===== src/rtl/ysyx_23060203_irq_ctrl_if.sv =====
// rtl/ysyx_23060203_irq_ctrl_if.sv - write-back commit and trap-request bundle between pipeline and irq controller
interface ysyx_23060203_irq_ctrl_if;
    logic        commit_valid;
    logic [31:0] commit_dnpc;
    logic        commit_flush;
    logic        pipe_idle;
    logic        fetch_hold;
    logic        trap_valid;
    logic [31:0] trap_cause;
    logic [31:0] trap_epc;
    logic [31:0] trap_dnpc;

    modport master (
        input  commit_valid,
        input  commit_dnpc,
        input  commit_flush,
        input  pipe_idle,
        output fetch_hold,
        output trap_valid,
        output trap_cause,
        output trap_epc,
        output trap_dnpc
    );

    modport slave (
        output commit_valid,
        output commit_dnpc,
        output commit_flush,
        output pipe_idle,
        input  fetch_hold,
        input  trap_valid,
        input  trap_cause,
        input  trap_epc,
        input  trap_dnpc
    );
endinterface


===== src/rtl/ysyx_23060203_irq_ctrl.sv =====
// rtl/ysyx_23060203_irq_ctrl.sv - machine timer, interrupt pending logic and trap-entry sequencer
// The machine timer is only built when YSYX_23060203_IRQ_TIMER_EN is defined.
module ysyx_23060203_irq_ctrl #(
    parameter logic [31:0] RESET_PC  = 32'h3000_0000,
    parameter int unsigned TIMER_DIV = 1
) (
    input  logic        clock,
    input  logic        reset,
    input  logic        ext_irq,
    input  logic        mstatus_mie,
    input  logic        mie_mtie,
    input  logic        mie_meie,
    input  logic [31:0] mtvec,
    input  logic        cmp_wen,
    input  logic        cmp_hi,
    input  logic [31:0] cmp_wdata,
    output logic [31:0] mtime_lo,
    output logic [31:0] mtime_hi,
    output logic        mip_mtip,
    output logic        mip_meip,
    ysyx_23060203_irq_ctrl_if.master bus
);

    typedef enum logic [1:0] {
        IDLE   = 2'd0,
        HOLD   = 2'd1,
        TAKE   = 2'd2,
        SETTLE = 2'd3
    } state_t;

    state_t      state;
    logic [31:0] epc;
    logic        take_req;
    logic        ext_take;
    logic        unused_inputs;

`ifdef YSYX_23060203_IRQ_TIMER_EN
    localparam logic [15:0] DIV_LAST = 16'(TIMER_DIV - 1);

    logic [15:0] prescaler;
    logic [63:0] mtime;
    logic [63:0] mtimecmp;

    always_ff @(posedge clock) begin
        if (reset) begin
            prescaler <= '0;
            mtime     <= '0;
            mtimecmp  <= '1;
        end else begin
            if (prescaler == DIV_LAST) begin
                prescaler <= '0;
                mtime     <= mtime + 64'd1;
            end else begin
                prescaler <= prescaler + 16'd1;
            end
            if (cmp_wen) begin
                if (cmp_hi) begin
                    mtimecmp[63:32] <= cmp_wdata;
                end else begin
                    mtimecmp[31:0]  <= cmp_wdata;
                end
            end
        end
    end

    assign mtime_lo      = mtime[31:0];
    assign mtime_hi      = mtime[63:32];
    assign mip_mtip      = (mtime >= mtimecmp);
    assign unused_inputs = ^mtvec[1:0];
`else
    assign mtime_lo      = '0;
    assign mtime_hi      = '0;
    assign mip_mtip      = 1'b0;
    assign unused_inputs = ^{cmp_wen, cmp_hi, cmp_wdata, mtvec[1:0], TIMER_DIV};
`endif

    assign mip_meip = ext_irq;
    assign ext_take = mip_meip & mie_meie;
    assign take_req = mstatus_mie & (ext_take | (mip_mtip & mie_mtie));

    // Flushing commits still retire, so they also update the resume PC.
    always_ff @(posedge clock) begin
        if (reset) begin
            epc <= RESET_PC;
        end else if (bus.commit_valid) begin
            epc <= bus.commit_dnpc;
        end
    end

    always_ff @(posedge clock) begin
        if (reset) begin
            state          <= IDLE;
            bus.fetch_hold <= 1'b0;
            bus.trap_valid <= 1'b0;
            bus.trap_cause <= '0;
            bus.trap_epc   <= '0;
            bus.trap_dnpc  <= '0;
        end else begin
            bus.trap_valid <= 1'b0;
            bus.trap_cause <= '0;
            bus.trap_epc   <= '0;
            bus.trap_dnpc  <= '0;
            case (state)
                IDLE: begin
                    if (take_req) begin
                        state          <= HOLD;
                        bus.fetch_hold <= 1'b1;
                    end
                end
                HOLD: begin
                    if (!take_req) begin
                        state          <= IDLE;
                        bus.fetch_hold <= 1'b0;
                    end else if (bus.pipe_idle && !bus.commit_flush && !bus.commit_valid) begin
                        state          <= TAKE;
                        bus.fetch_hold <= 1'b1;
                        bus.trap_valid <= 1'b1;
                        bus.trap_cause <= ext_take ? 32'h8000_000B : 32'h8000_0007;
                        bus.trap_epc   <= epc;
                        bus.trap_dnpc  <= {mtvec[31:2], 2'b00};
                    end
                end
                TAKE: begin
                    state          <= SETTLE;
                    bus.fetch_hold <= 1'b1;
                end
                // One dead cycle lets the CSR file clear mstatus.MIE before re-arming.
                SETTLE: begin
                    state          <= IDLE;
                    bus.fetch_hold <= 1'b0;
                end
                default: begin
                    state          <= IDLE;
                    bus.fetch_hold <= 1'b0;
                end
            endcase
        end
    end

endmodule

===== src/flat_wrapper.sv =====
// flat-port wrapper written by rule: the top's interface ports become plain ports
module ysyx_23060203_irq_ctrl_flat 
#(
    parameter logic [31:0] RESET_PC  = 32'h3000_0000,
    parameter int unsigned TIMER_DIV = 1
)
  (clock, reset, ext_irq, mstatus_mie, mie_mtie, mie_meie, mtvec, cmp_wen, cmp_hi, cmp_wdata, mtime_lo, mtime_hi, mip_mtip, mip_meip, bus_commit_valid, bus_commit_dnpc, bus_commit_flush, bus_pipe_idle, bus_fetch_hold, bus_trap_valid, bus_trap_cause, bus_trap_epc, bus_trap_dnpc);
  ysyx_23060203_irq_ctrl_if bus_i ();
  input  logic clock;
  input  logic reset;
  input  logic ext_irq;
  input  logic mstatus_mie;
  input  logic mie_mtie;
  input  logic mie_meie;
  input  logic [31:0] mtvec;
  input  logic cmp_wen;
  input  logic cmp_hi;
  input  logic [31:0] cmp_wdata;
  output logic [31:0] mtime_lo;
  output logic [31:0] mtime_hi;
  output logic mip_mtip;
  output logic mip_meip;
  input wire logic [$bits(bus_i.commit_valid)-1:0] bus_commit_valid;
  input wire logic [$bits(bus_i.commit_dnpc)-1:0] bus_commit_dnpc;
  input wire logic [$bits(bus_i.commit_flush)-1:0] bus_commit_flush;
  input wire logic [$bits(bus_i.pipe_idle)-1:0] bus_pipe_idle;
  output wire logic [$bits(bus_i.fetch_hold)-1:0] bus_fetch_hold;
  output wire logic [$bits(bus_i.trap_valid)-1:0] bus_trap_valid;
  output wire logic [$bits(bus_i.trap_cause)-1:0] bus_trap_cause;
  output wire logic [$bits(bus_i.trap_epc)-1:0] bus_trap_epc;
  output wire logic [$bits(bus_i.trap_dnpc)-1:0] bus_trap_dnpc;
  assign bus_i.commit_valid = bus_commit_valid;
  assign bus_i.commit_dnpc = bus_commit_dnpc;
  assign bus_i.commit_flush = bus_commit_flush;
  assign bus_i.pipe_idle = bus_pipe_idle;
  assign bus_fetch_hold = bus_i.fetch_hold;
  assign bus_trap_valid = bus_i.trap_valid;
  assign bus_trap_cause = bus_i.trap_cause;
  assign bus_trap_epc = bus_i.trap_epc;
  assign bus_trap_dnpc = bus_i.trap_dnpc;
  ysyx_23060203_irq_ctrl #(.RESET_PC(RESET_PC), .TIMER_DIV(TIMER_DIV)) u_core (.clock(clock), .reset(reset), .ext_irq(ext_irq), .mstatus_mie(mstatus_mie), .mie_mtie(mie_mtie), .mie_meie(mie_meie), .mtvec(mtvec), .cmp_wen(cmp_wen), .cmp_hi(cmp_hi), .cmp_wdata(cmp_wdata), .mtime_lo(mtime_lo), .mtime_hi(mtime_hi), .mip_mtip(mip_mtip), .mip_meip(mip_meip), .bus(bus_i));
endmodule

===== config.mk =====
export PLATFORM = sky130hd
export DESIGN_NAME = ysyx_23060203_irq_ctrl_flat
export DESIGN_NICKNAME = d
export VERILOG_FILES = /design/src/rtl/ysyx_23060203_irq_ctrl_if.sv /design/src/rtl/ysyx_23060203_irq_ctrl.sv /design/src/flat_wrapper.sv
export SDC_FILE = /design/constraint.sdc
export NUM_CORES = 1
export LEC_CHECK = 0
export BUFFER_PORTS_ARGS = -buffer_cell sky130_fd_sc_hd__buf_4
export CAP_MARGIN = 20
export CORE_AREA = 2 2 106 108
export CTS_CLUSTER_SIZE = 25
export DETAILED_ROUTE_END_ITERATION = 7
export DIE_AREA = 0 0 108 110
export HOLD_SLACK_MARGIN = 0.06
export PLACE_DENSITY = 0.79
export SLEW_MARGIN = 30
export SYNTH_ARGS = -nofsm -noshare
export SYNTH_HDL_FRONTEND = slang
export SYNTH_SLANG_ARGS = --single-unit

===== constraint.sdc =====
create_clock -name clock -period 2.6 [get_ports clock]
set_input_delay 0.52 -clock clock [delete_from_list [all_inputs] [get_ports clock]]
set_output_delay 0.52 -clock clock [all_outputs]
set_load 0.1 [all_outputs]

Yosys cells after proc, flatten, opt, wreduce, memory -nomap -nowiden:

Cells that the tools add are included.
W data, S select, Z words.

* bits in registers: 132
* latch bits: 0
* bits in writable memories: 0
* bits in read-only memories: 0
* bits of input ports: 107
* output and inout port bits: 164
* logic and storage cells: 36
* memories kept: 0

* $add $sub $neg: 0
* $mul: 0
* divide/modulo/power cells: 0
* $lt $le $gt $ge: 0
* eq/ne operators: 5
* shift-type cells: 0
* mux-type cells: 10
* bitwise gates (word level): 5
* reduce and logical (&&, ||, !) cells: 8

Operator list (count)
* $pmux W2 S4: 1
* $mux W2: 3
* $eq A2 B2 Y1 const B: 2
* $mux W1: 4
* $mux W4: 1
* $pmux W1 S4: 1
* $reduce_or A4 Y1: 1
* $ne A3 B3 Y1 const B: 1
* $not A1 Y1: 3
* $reduce_or A3 Y1: 1
* $and A1 B1 Y1: 2
* $eq A2 B1 Y1 const B: 1
* $logic_and A1 B1 Y1: 2
* $logic_not A1 Y1: 2
* $logic_not A2 Y1: 1
* $ne A2 B1 Y1 const B: 1
* $reduce_and A2 Y1: 1

Depth between registers and ports, before layout:

Gate-level depths: netlist of run 1.

* depth after elaboration: 6
* gate-level depth with buffers: 5
* gate-level depth less buffers: 3

Least setup slack after synthesis of run 1:

No wires, ideal clock.

* kind: register -> output
* from: reg u_core.bus.trap_cause[1]
* to: out bus_trap_cause[1]
* arrival: 1.374 ns
* required time: 2.080 ns
* path slack: 0.706 ns
* cell stages (with the launch flop): 2
* path buffers: 1
* cell sequence: dfxtp_1 > buf_4

RTL lines
* from (decl): line ysyx_23060203_irq_ctrl_if.sv:20 `output trap_cause,`
* from (signal assigned): line ysyx_23060203_irq_ctrl.sv:118 `bus.trap_cause <= ext_take ? 32'h8000_000B : 32'h8000_0007;`
* to (decl): line flat_wrapper.sv:29 `output wire logic [$bits(bus_i.trap_cause)-1:0] bus_trap_cause;`

No word-level cell between the ends.

==> results of run 1 <==
## kinds of logic after synthesis
kind of cell	count (synthesis)	synth area share [%]
AO/OA/AOI/OAI	7	1.30
flip-flops	101	53.8
other	1	0.0998
multiplexers	30	7.99
AND/OR/NAND/NOR	102	15.8
buffers and inverters	111	21.0
## stage by stage
stage          hold WS, ns  instance area [sq um]  util, %
3_5_place_dp         0.437                   4560     42.6
5_1_grt              0.328                   4760     44.5
4_1_cts              0.330                   4760     44.5
6_report             0.357                   4760     44.5
2_1_floorplan        0.421                   4110        -
3_3_place_gp         0.432                   4560     42.6
## area by class of cell
class	instances	area, sq um	share of cell area (%)
flip-flops and latches	101	2020	42.4
multi-input cells	234	1300	27.3
repair buffers	141	1060	22.2
well taps	140	175	3.68
clock buffers	12	155	3.26
clock inverters	4	52.6	1.10
## routing by layer
metal  global-route usage [%]  routed length [microns]  vias up
li1                         -                        -     1178
met1                     11.1                     2610     1084
met2                     19.4                     3510      169
met3                     4.47                      961        9
met4                     4.95                       73        0
met5                        0                        0        -
## synthesized netlist by cell type
cell,number
and2_1,62
nor4b_1,2
buf_4,97
clkbuf_1,3
buf_1,4
a211o_1,2
mux2i_1,30
a21oi_1,2
a211oi_1,1
buf_2,2
nor3b_1,1
nor2b_1,2
clkbuf_2,5
o21a_1,1
or3b_4,1
nor2_1,30
conb_1,1
nand2b_1,1
dfxtp_1,101
or2_2,1
nand4b_1,1
a31oi_1,1
nor4b_4,1
## flip-flops by register name, indices dropped and copies added, names as in the netlist, named ones only
name and cells:
u_core.bus.fetch_hold 1, u_core.bus.trap_dnpc 30, u_core.epc 32, u_core.bus.trap_cause 3, u_core.bus.trap_epc 32, u_core.bus.trap_valid 1, u_core.state 1
## worst paths after layout
path / end / slack [ns] / depth (start not counted)
max: u_core.bus.trap_epc[23] / 0.90 / 4
min: u_core.bus.trap_dnpc[6] / 0.36 / 2
max reg2reg: u_core.bus.trap_epc[23] / 0.90 / 4
min reg2reg: u_core.bus.trap_epc[15] / 0.46 / 1
## power by group
part,leakage (nW),switching (W),internal (W),total [W]
Clock,0.107,0.000512,0.000504,0.00102
Sequential,0.821,0.0000136,0.00158,0.00159
Combinational,1.49,0.000668,0.000103,0.000771
## worst reg2reg max path: stages (launching register included)
cell and delay, ns:
dfxtp_1 0.34, nand4b_1 0.30, nor4b_4 0.32, buf_4 0.47, and2_1 0.22
==> results.yml, run 1 <==
route:
  totalWireLength_microns: 7160
  num_vias: 2440
  firstDrtPassIters: 4
  routedWlPerCell_microns: 11.3
  antenna_left: 0
  drt_iter0_markers: 101
  post-route-drc-count: 0
  via_per_inst: 3.86
final_layout:
  stdcell_count: 632
  num-nets-final: 594
  final_common_cell: "buf_4"
  fillers: 978
  insertedDiodeCount: 0
  area_growth_pct: 26.7
  layout_common_cells: "buf_4 (141), dfxtp_1 (101), conb_1 (95)"
  layout-drive-gt1-share_pct: 32.3
power:
  power_leakage_nw: 2.42
  power_w: 0.00338
  peakVddDrop_v: 0.000363
  p_per_area_nw_per_um2: 709
clock_network:
  htreeDepth: 3
  cts_made_buffers: 9
  cts.path.max_buffers: 2
  cts_setup_buffers: 0
  cts_resized: 0
  cts_hold_buf: 0
  cts.sinks: 101
  cts_tree: "built"
  clkTransAtPathRegs_ns: 0.09
  clockRootBuffer: "clkbuf_8"
  clk_latency_ns: 0.36
die:
  rows: 38
  core_sq_um: 10700
  io_pins: 271
  die_area_sq_um: 11900
  die_h_microns: 110
  start_util_pct: 35.1
  fp.dieW_microns: 108
placed_design:
  port_buffers: 139
  hpwl_microns: 5190
  pre_cts_slack_ns: 0.544
  place_congestion: 0.708
  placed_cells: 616
sta:
  drv_slew: 0
  tns_ns: 0
  fin_skew_ns: 0.00974
  rsz0062_at_grt: "no"
  fmax_mhz: 588
  setup_slack_ns: 0.899
  setup-violations-final: 0
  hold_viol: 0
  post-route-min-period_ns: 1.70
  slew_headroom_pct: 62.3
  fin_crit_sh_pct: 65.4
  tightest_slew_ns: 0.566
critical_path:
  worstPathCellList: "nand4b_1 > nor4b_4 > buf_4 > and2_1"
  cpPeakStageDelay_ns: 0.47
  cp.required_ns: 2.90
  startpoint_type: "flop"
  critPathTopFamily: "simple AND/OR/NAND/NOR gates"
  crit_type: "flop to flop"
  endpoint_kind: "flop"
  path_buf_inv: 1
  crit_slowest_cell: "buf_4"
  critPathMaxFanout: 63
  cp.arrival_ns: 2.00
global_routing:
  grt_pass1_vias: 2009
  grt_max_degree: 64
  grt_usage_pct: 10.8
  antenna_found_initial: 0
  overflow: 0
  grt_pass1_wl_microns: 9750
yosys:
  avgSynthCellArea_sq_um: 10.7
  synthTopCellsByArea: "dfxtp_1 (54%), buf_4 (19%), and2_1 (10%)"
  yosysWarnings: 0
  yosys.area.top_type: "dfxtp_1"
  synth_area_sq_um: 3760
  synth.distinct_cells: 23
  yosysTopAreaCellShare_pct: 53.8
  netlist_instances: 352
  yosysSeqAreaShare_pct: 53.8
  ys_ff_latch: 101
worst_hold_path:
  hp-start: "mtvec[6]"
  hold_class: "input port to flop"
outcome:
  outcome: "finished, final reports clean"
job:
  cap_violations: 0
Power figures use the tool's default switching activity.
==> run 2, diff against run 1 <==
==> constraint.sdc (replaced) <==
create_clock -name clock -period 1.7 [get_ports clock]
set_input_delay 0.34 -clock clock [delete_from_list [all_inputs] [get_ports clock]]
set_output_delay 0.34 -clock clock [all_outputs]
set_load 0.1 [all_outputs]
==> run 2 against run 1 <==
Critical path depth is the same. First-iteration DRC count rose by 8.9%. Combinational power is 53% higher. Non-clock buffer count grew 3. Clock skew about the same. Register-to-register slack worse by 0.74 ns. Die area stayed put. Cell count grew 0.47%. Via count increased by 0.37%.
==> results.yml, run 2 (synthesis gave the netlist of run 1 again) <==
outcome:
  outcome: "finished, final reports clean"
die:
  die_area_sq_um: 11900
  rows: 38
  io_pins: 271
  die_h_microns: 110
  start_util_pct: 35.1
  fp.dieW_microns: 108
  core_sq_um: 10700
placed_design:
  hpwl_microns: 5320
  port_buffers: 139
  place_congestion: 0.680
final_layout:
  area_growth_pct: 27.6
  layout-drive-gt1-share_pct: 33.1
  final_common_cell: "buf_4"
  insertedDiodeCount: 0
  fillers: 980
  multi_input_area_sq_um: 1300
  largestRegisters: "u_core.bus.trap_epc x32, u_core.epc x32, u_core.bus.trap_dnpc x30"
  regArea_sq_um: 2020
  layout_common_cells: "buf_4 (144), dfxtp_1 (100), conb_1 (95)"
  postLayoutCoreUtil_pct: 44.8
  num-nets-final: 597
power:
  power_leakage_nw: 2.44
  peakVddDrop_v: 0.000623
  p_per_area_nw_per_um2: 1090
sta:
  post-route-min-period_ns: 1.54
  rsz0062_at_grt: "no"
  tightest_slew_ns: 0.580
  setup-violations-final: 0
  fin_skew_ns: 0.00988
  tns_ns: 0
  fmax_mhz: 650
  slew_headroom_pct: 61.4
  hold_viol: 0
  drv_slew: 0
  fin_crit_sh_pct: 90.5
clock_network:
  cts_setup_buffers: 0
  cts_resized: 0
  cts_made_buffers: 9
  clockRootBuffer: "clkbuf_8"
  cts.path.max_buffers: 2
  cts.sinks: 101
  clk_latency_ns: 0.37
  cts_tree: "built"
  clkTransAtPathRegs_ns: 0.10
  cts_hold_buf: 0
  htreeDepth: 3
critical_path:
  cp.required_ns: 2.01
  critPathTopFamily: "simple AND/OR/NAND/NOR gates"
  endpoint_kind: "flop"
  startpoint_type: "flop"
  crit_slowest_cell: "nor4b_4"
  crit_type: "flop to flop"
  cpPeakStageDelay_ns: 0.36
  reg2reg_slack_ns: 0.16
  critPathMaxFanout: 31
  path_buf_inv: 1
  cp.arrival_ns: 1.85
  worstPathCellList: "nand4b_1 > nor4b_4 > buf_4 > and2_1"
route:
  antenna_left: 0
  via_per_inst: 3.86
  post-route-drc-count: 0
  totalWireLength_microns: 7190
  routedWlPerCell_microns: 11.3
  drt_iter0_markers: 110
  firstDrtPassIters: 3
  num_vias: 2449
global_routing:
  grt_pass1_wl_microns: 9980
  grt_usage_pct: 11.1
  grt_max_degree: 38
  overflow: 0
  antenna_found_initial: 0
  grt_pass1_vias: 2089
job:
  cap_violations: 0
worst_hold_path:
  hold_class: "input port to flop"
run 2: cell count changes in the layout (fill, tap and decap cells not counted), sizes merged:
cell | before | now
clkbuf | 12 | 10
clkinv | 1 | 3
buf | 141 | 144
run 2: layout make-up:
| class | instances | area share (%) |
|---|---|---|
| flip-flops and latches | 101 | 42.2 |
| repair buffers | 144 | 22.5 |
| clock buffers | 10 | 2.87 |
| multi-input cells | 234 | 27.1 |
| clock inverters | 6 | 1.64 |
| well taps | 140 | 3.65 |
run 2: path summary, 6_finish.rpt:
kind             startpoint                  endpoint  cells past startpoint
max                    flop  u_core.bus.trap_dnpc[23]                      4
min               mtvec[29]  u_core.bus.trap_dnpc[29]                      2
max reg2reg            flop  u_core.bus.trap_dnpc[23]                      4
min reg2reg  u_core.epc[28]   u_core.bus.trap_epc[28]                      1
run 2: report_power, final:
| group | switching (W) | leakage, nW | internal, W |
|---|---|---|---|
| registers | 0.0000206 | 0.821 | 0.00241 |
| clock network | 0.000850 | 0.110 | 0.000749 |
| logic | 0.00102 | 1.51 | 0.000158 |
| total | 0.00189 | 2.44 | 0.00332 |
run 2: worst register-to-register path: stages (launching register included):
cell and delay, ns:
dfxtp_1 0.34, nand4b_1 0.30, nor4b_4 0.36, buf_4 0.30
and2_1 0.17
run 2: stage by stage:
step                instance area [sq um]  worst slack [ns]  power (W)  hold WS, ns  instances
finish                               4800             0.162    0.00521        0.163        635
global route                         4800            0.0382    0.00538        0.143        635
CTS                                  4800             0.155    0.00525        0.150        635
detailed placement                   4580          -0.00601    0.00367        0.436        619
global placement                     4580           0.00460    0.00366        0.429        619
floorplan                            4110            0.0309    0.00368        0.421        446
run 2: metal layers:
layer	track usage [%]	up-vias	share of wire, %
met1	11.6	1089	37
met5	0	-	0
met4	4.85	0	1.5
li1	-	1186	-
met2	19.9	165	47
met3	4.29	9	14
